[config.mk]
export PLATFORM = sky130hd
export DESIGN_NAME = regfile_sb
export DESIGN_NICKNAME = d
export VERILOG_FILES = /design/src/rtl/regfile_sb.sv
export SDC_FILE = /design/constraint.sdc
export NUM_CORES = 2
export LEC_CHECK = 0
export CAP_MARGIN = 10
export CORE_MARGIN = 2
export CORE_UTILIZATION = 32
export DETAILED_ROUTE_END_ITERATION = 10
export PLACE_DENSITY = 0.5
export RECOVER_POWER = 25
export SYNTH_ARGS = -nofsm -noshare
export SYNTH_HDL_FRONTEND = slang
export SYNTH_SLANG_ARGS = --single-unit
export TNS_END_PERCENT = 100
[constraint.sdc]
create_clock -name clk -period 51.8 [get_ports clk]
set_clock_uncertainty 0.1 [all_clocks]
set_input_delay 10.36 -clock clk [delete_from_list [all_inputs] [get_ports clk]]
set_output_delay 10.36 -clock clk [all_outputs]
set_load 0.01 [all_outputs]
[src/rtl/regfile_sb.sv]
// Multi-port integer register file with a busy scoreboard for
// long-latency results; reads are combinational with optional forwarding.
module regfile_sb #(
    parameter int DATA_W   = 32,
    parameter int NREGS    = 32,
    parameter int NRD      = 2,
    parameter int ZERO_REG = 1,
    parameter int BYPASS   = 1,
    localparam int AW      = $clog2(NREGS),
    localparam int CW      = $clog2(NREGS + 1)
) (
    input  logic                  clk,
    input  logic                  clr,
    input  logic [NRD*AW-1:0]     rd_addr,
    output logic [NRD*DATA_W-1:0] rd_data,
    output logic [NRD-1:0]        rd_busy,
    input  logic                  we0,
    input  logic [AW-1:0]         wa0,
    input  logic [DATA_W-1:0]     wd0,
    input  logic                  we1,
    input  logic [AW-1:0]         wa1,
    input  logic [DATA_W-1:0]     wd1,
    input  logic                  bset,
    input  logic [AW-1:0]         bset_addr,
    output logic [CW-1:0]         busy_cnt,
    output logic                  any_busy
);

    localparam bit ZR  = (ZERO_REG != 0);
    localparam bit BYP = (BYPASS != 0);

    logic [DATA_W-1:0] mem_q [NREGS];
    logic [NREGS-1:0]  busy_q, busy_d;
    logic [CW-1:0]     cnt_q, cnt_d;
    logic              w0_en, w1_en, bs_en;
    logic              cnt_inc, cnt_dec;

    function automatic logic is_zero(input logic [AW-1:0] a);
        return ZR && (a == '0);
    endfunction

    // Qualified strobes: nothing lands in r0 or while reset is held
    assign w0_en = we0 && !clr && !is_zero(wa0);
    assign w1_en = we1 && !clr && !is_zero(wa1);
    assign bs_en = bset && !clr && !is_zero(bset_addr);

    always_ff @(posedge clk or posedge clr) begin
        if (clr) begin
            for (int r = 0; r < NREGS; r++) begin
                mem_q[r] <= '0;
            end
        end else begin
            for (int r = 0; r < NREGS; r++) begin
                if (w0_en && wa0 == AW'(r)) begin
                    mem_q[r] <= wd0;
                end else if (w1_en && wa1 == AW'(r)) begin
                    mem_q[r] <= wd1;
                end
            end
        end
    end

    // Issue of a new op outranks completion of the old one
    always_comb begin
        busy_d = busy_q;
        if (w1_en) begin
            busy_d[wa1] = 1'b0;
        end
        if (bs_en) begin
            busy_d[bset_addr] = 1'b1;
        end
    end

    assign cnt_inc = bs_en && !busy_q[bset_addr];
    assign cnt_dec = w1_en && busy_q[wa1]
                   && !(bs_en && bset_addr == wa1);

    always_comb begin
        cnt_d = cnt_q;
        if (cnt_inc && !cnt_dec) begin
            cnt_d = cnt_q + CW'(1);
        end else if (cnt_dec && !cnt_inc) begin
            cnt_d = cnt_q - CW'(1);
        end
    end

    always_ff @(posedge clk or posedge clr) begin
        if (clr) begin
            busy_q <= '0;
            cnt_q  <= '0;
        end else begin
            busy_q <= busy_d;
            cnt_q  <= cnt_d;
        end
    end

    assign busy_cnt = cnt_q;
    assign any_busy = (cnt_q != '0);

    for (genvar g = 0; g < NRD; g++) begin : g_rd
        logic [AW-1:0] a;
        logic          hit0, hit1;

        assign a    = rd_addr[g*AW +: AW];
        assign hit0 = BYP && w0_en && (wa0 == a);
        assign hit1 = BYP && w1_en && (wa1 == a);

        assign rd_data[g*DATA_W +: DATA_W] =
            is_zero(a) ? '0  :
            hit0       ? wd0 :
            hit1       ? wd1 :
                         mem_q[a];

        assign rd_busy[g] = busy_q[a] && !hit1;
    end

endmodule

==> summary.md <==
| Metric | Value |
|---|---|
| Count of endpoints failing setup in the final report | `0` |
| Vias in the first global route | `between 50k and 60k` |
| Count of unique library cells instantiated by Yosys | `65` |
| GRT Overall Usage | `0.277` |
| # placed instances | `around 8.8k` |
| Placer Congestion | `roughly 0.87` |
| Most common cell in the netlist | `sky130_fd_sc_hd__dfrtp_1` |
| Time the worst path needs with I/O delays and setup | `approximately 26,000 ps` |
| Bufs and invs on worst path | `3` |
| R2R setup slack | `approximately 48,000 ps` |
| DPL Wire Length | `between 150,000 and 200,000 um` |
| Sequential power share | `0.415` |
| Top cell types by occurrence after synthesis | `sky130_fd_sc_hd__dfrtp_1 (1,062), sky130_fd_sc_hd__mux2i_1 (1,039), sky130_fd_sc_hd__nand2_1 (667)` |
| Achievable clock frequency | `between 30 and 40 MHz` |
| Average routed wire per standard cell | `about 34 um` |
| Post-CTS setup buffer count | `0` |
| Maximum vdd drop | `around 0.000030 V` |
| CTS H-tree depth | `3` |
| Average size of a mapped cell | `between 10 and 15 sq um` |
| Number of warning messages in the yosys log | `0` |
| Multi-input logic area | `between 30,000 and 40,000 sq um` |
| CP cell instances | `clkdlybuf4s50_1 -> nor3_2 -> a21oi_1 -> nand3_2 -> buf_4 -> nand3_4 -> o21ai_0 -> clkdlybuf4s50_1` |
| Cell type group with the largest total delay on the critical path | `buffers and inverters` |
| Count of max-cap constraint violations | `12` |
| Cell repeated most along the worst path | `sky130_fd_sc_hd__clkdlybuf4s50_1` |
| Largest stage delay on the critical path | `approximately 1200 ps` |
| Count of final max-slew check failures | `between 600 and 700` |
| Headroom to the max-slew limit | `-4.72` |
| Path type of the worst setup path | `input pin to primary output` |
| Initial core utilization | `0.322` |
| Leakage power figure | `about 32 nW` |
| Quantity of gates resized following cts | `0` |
| Power density cells | `between 30 and 40 nW/um^2` |
| Worst path arrival time | `between 15,000 and 20,000 ps` |
| Largest net degree at the start of global routing | `~150` |
| Synth area leaders | `sky130_fd_sc_hd__dfrtp_1 (39%), sky130_fd_sc_hd__mux4_2 (19%), sky130_fd_sc_hd__mux2i_1 (15%)` |
| Internal power of the cells | `1.95 mW` |
| Outcome | `finished, violations left` |
| Hold violation total from the final report | `0` |
| Number of standard cells after synthesis | `about 6.4k` |
| Post-layout nets | `about 6k` |
| Die width | `roughly 460 um` |
| Share of total power in combinational logic | `0.256` |
| Total clock sinks | `around 1.1k` |
| Cell taking the most area after synthesis | `sky130_fd_sc_hd__dfrtp_1` |
| Crit path required time | `41,340 ps` |
| Buffers on Ports | `about 170` |
| Launching element type of the critical path | `input pin` |
| Worst Setup End Kind | `primary output` |
| Avg Vias per Cell | `6.08` |
| Net switching fraction of the power | `0.314` |
| Standard cell with the maximum stage delay on the critical path | `sky130_fd_sc_hd__o21ai_0` |
| Number of rows created at floorplan | `168` |
| Placeable core region | `approximately 210,000 sq um` |
| Clock transition time at the flip-flop clock pins of the worst setup and hold paths | `60 ps` |
| Number of detailed-route iterations in the first pass | `6` |
| Post-route clock period utilization | `0.502` |
| Unrepaired setup endpoints after global routing | `false` |
| Global-route wire length before repair | `427,000 um` |
| Overall routed net length | `about 300,000 um` |
| Antenna Nets Post-Route | `0` |
| Vias after detailed routing | `roughly 55k` |
| Fill cell instance count of the final layout | `just over 20k` |
| Number of enable flip-flop cells after synthesis | `0` |
| Starting DRT DRC Count | `7,526` |
| Die Ht | `approximately 460 um` |
| Global-route congestion overflow total | `0` |
| Classification of the worst-slack hold path | `flip-flop to flip-flop` |
| Bufs on Longest Clock Path | `3` |
| Transition time of the tightest slew-check pin | `8570 ps` |
| Total DRC errors in the routed layout | `0` |
| Commonest register cell after synthesis | `sky130_fd_sc_hd__dfrtp_1` |
| CTS Buf Count | `120` |
| Number of nets in the synthesized netlist | `~6.5k` |
| Number of hold buffers added after cts | `0` |
| Proportion of netlist area held by the largest area contributor | `0.392` |
| Layout Area Growth over Synthesis | `11.4%` |
| Die Outline Area | `215,000 sq um` |
| Cell area after synthesis | `approximately 68,000 sq um` |
| Initial antenna violation count | `9` |
| Synthesis-stage register bit count | `roughly 1.1k` |
| Violated checks | `max-capacitance violations, max-slew violations` |
| Final cell count without fillers | `8,984` |
| Proportion of synthesized flip-flops having asynchronous set or reset | `1.00` |
| Total Negative Setup Slacks | `0 ps` |
| Register area | `26,600 sq um` |
| Top-level port count | `~170` |
| Layout cells sized above 1 | `0.176` |
| Power share of the clock group | `0.330` |
| Clock latency reported for the late side of the worst-skew pair | `a little under 800 ps` |
| Root Driver | `sky130_fd_sc_hd__clkbuf_16` |
| Net switching power | `0.895 mW` |
| CTS tree | `yes` |
| Sequential element share of the synthesized area | `0.392` |
| Highest net fanout along the worst path | `27` |
[power by group through the flow]
stage               Sequential (mW)  Combinational, mW  Clock, mW
floorplan                      1.14              0.527          0
global placement               1.18              0.713          0
CTS                            1.18              0.726      0.947
global route                   1.21              0.782      0.980
detailed placement             1.19              0.726          0
finish                         1.18              0.728      0.939
[registers in the layout (all words and copies together), names as in the netlist]
| name | count |
|---|---|
| mem_q | 1024 |
| busy_q | 32 |
| busy_cnt | 6 |
[layout make-up]
| type | instances | area share |
|---|---|---|
| Multi-Input combinational cell | 4495 | 0.501 |
| Sequential cell | 1062 | 0.352 |
| Clock buffer | 184 | 0.0489 |
| Tap cell | 2805 | 0.0465 |
| Timing Repair Buffer | 365 | 0.0419 |
| Clock inverter | 42 | 0.00755 |
| Inverter | 27 | 0.00139 |
| Antenna cell | 4 | 0.000133 |
[per-stage QoR]
stage	cell area, sq um	utilization	power [mW]	worst slack [ps]	hold slack [ps]
final	75400	0.359	2.85	25810	296
after global routing	75400	0.359	2.97	25720	307
after CTS	75600	0.360	2.85	26030	297
after detailed placement	71300	0.340	1.92	26030	284
after global placement	71300	0.339	1.89	25730	277
after floorplan	67700	-	1.67	11430	341
[cell families after synthesis]
kind of cell	after synthesis	synth area share
muxes	1639	0.350
and+or+nand+nor	1456	0.0884
AOI/OAI and AO/OA	1363	0.109
DFF	1062	0.392
buffers and inverters	827	0.0548
xor gates and xnor gates	30	0.00388
adders and majority gates	7	0.00140
[routing by layer]
layer,routed length (um),vias to the layer above,track usage
met5,124,-,0
met3,30200,687,0.0607
met1,124000,28036,0.384
met2,134000,3276,0.415
li1,-,22628,-
met4,15800,20,0.123
[cell usage in the layout, fill, tap and decap left out, types with 25 or more instances in the layout]
| master | n |
|---|---|
| sky130_fd_sc_hd__a22oi_1 | 100 |
| sky130_fd_sc_hd__nand3_1 | 71 |
| sky130_fd_sc_hd__buf_4 | 186 |
| sky130_fd_sc_hd__clkbuf_8 | 41 |
| sky130_fd_sc_hd__clkbuf_16 | 122 |
| sky130_fd_sc_hd__mux2i_1 | 1039 |
| sky130_fd_sc_hd__clkdlybuf4s50_1 | 146 |
| sky130_fd_sc_hd__o22ai_1 | 32 |
| sky130_fd_sc_hd__clkbuf_1 | 32 |
| sky130_fd_sc_hd__a31oi_1 | 25 |
| sky130_fd_sc_hd__dfrtp_1 | 1062 |
| sky130_fd_sc_hd__clkinv_2 | 25 |
| sky130_fd_sc_hd__o21ai_0 | 506 |
| sky130_fd_sc_hd__nor2_1 | 579 |
| sky130_fd_sc_hd__mux4_2 | 580 |
| sky130_fd_sc_hd__nand2_1 | 645 |
| sky130_fd_sc_hd__a21oi_1 | 597 |
[worst register-to-register path: cells and delay by family, from the launching register on]
kind | cells | cell delay, ps
DFF | 1 | 420
buffers and inverters | 1 | 150
muxes | 4 | 1570
AOI/OAI and AO/OA | 4 | 740
adders and majority gates | 2 | 690
xor gates and xnor gates | 1 | 140
and+or+nand+nor | 1 | 100
[worst paths after layout]
kind,startpoint,to,depth (start not counted)
max reg2reg,busy_q[14],busy_cnt[5],13
min reg2reg,mem_q[1006],mem_q[1006],0
min in group asynchronous,clr,busy_cnt[5],3
min,mem_q[1006],mem_q[1006],0
max,wa1[2],rd_data[3],8
max in group asynchronous,clr,mem_q[10],5
No activity file was read; power rests on OpenSTA's default activity.
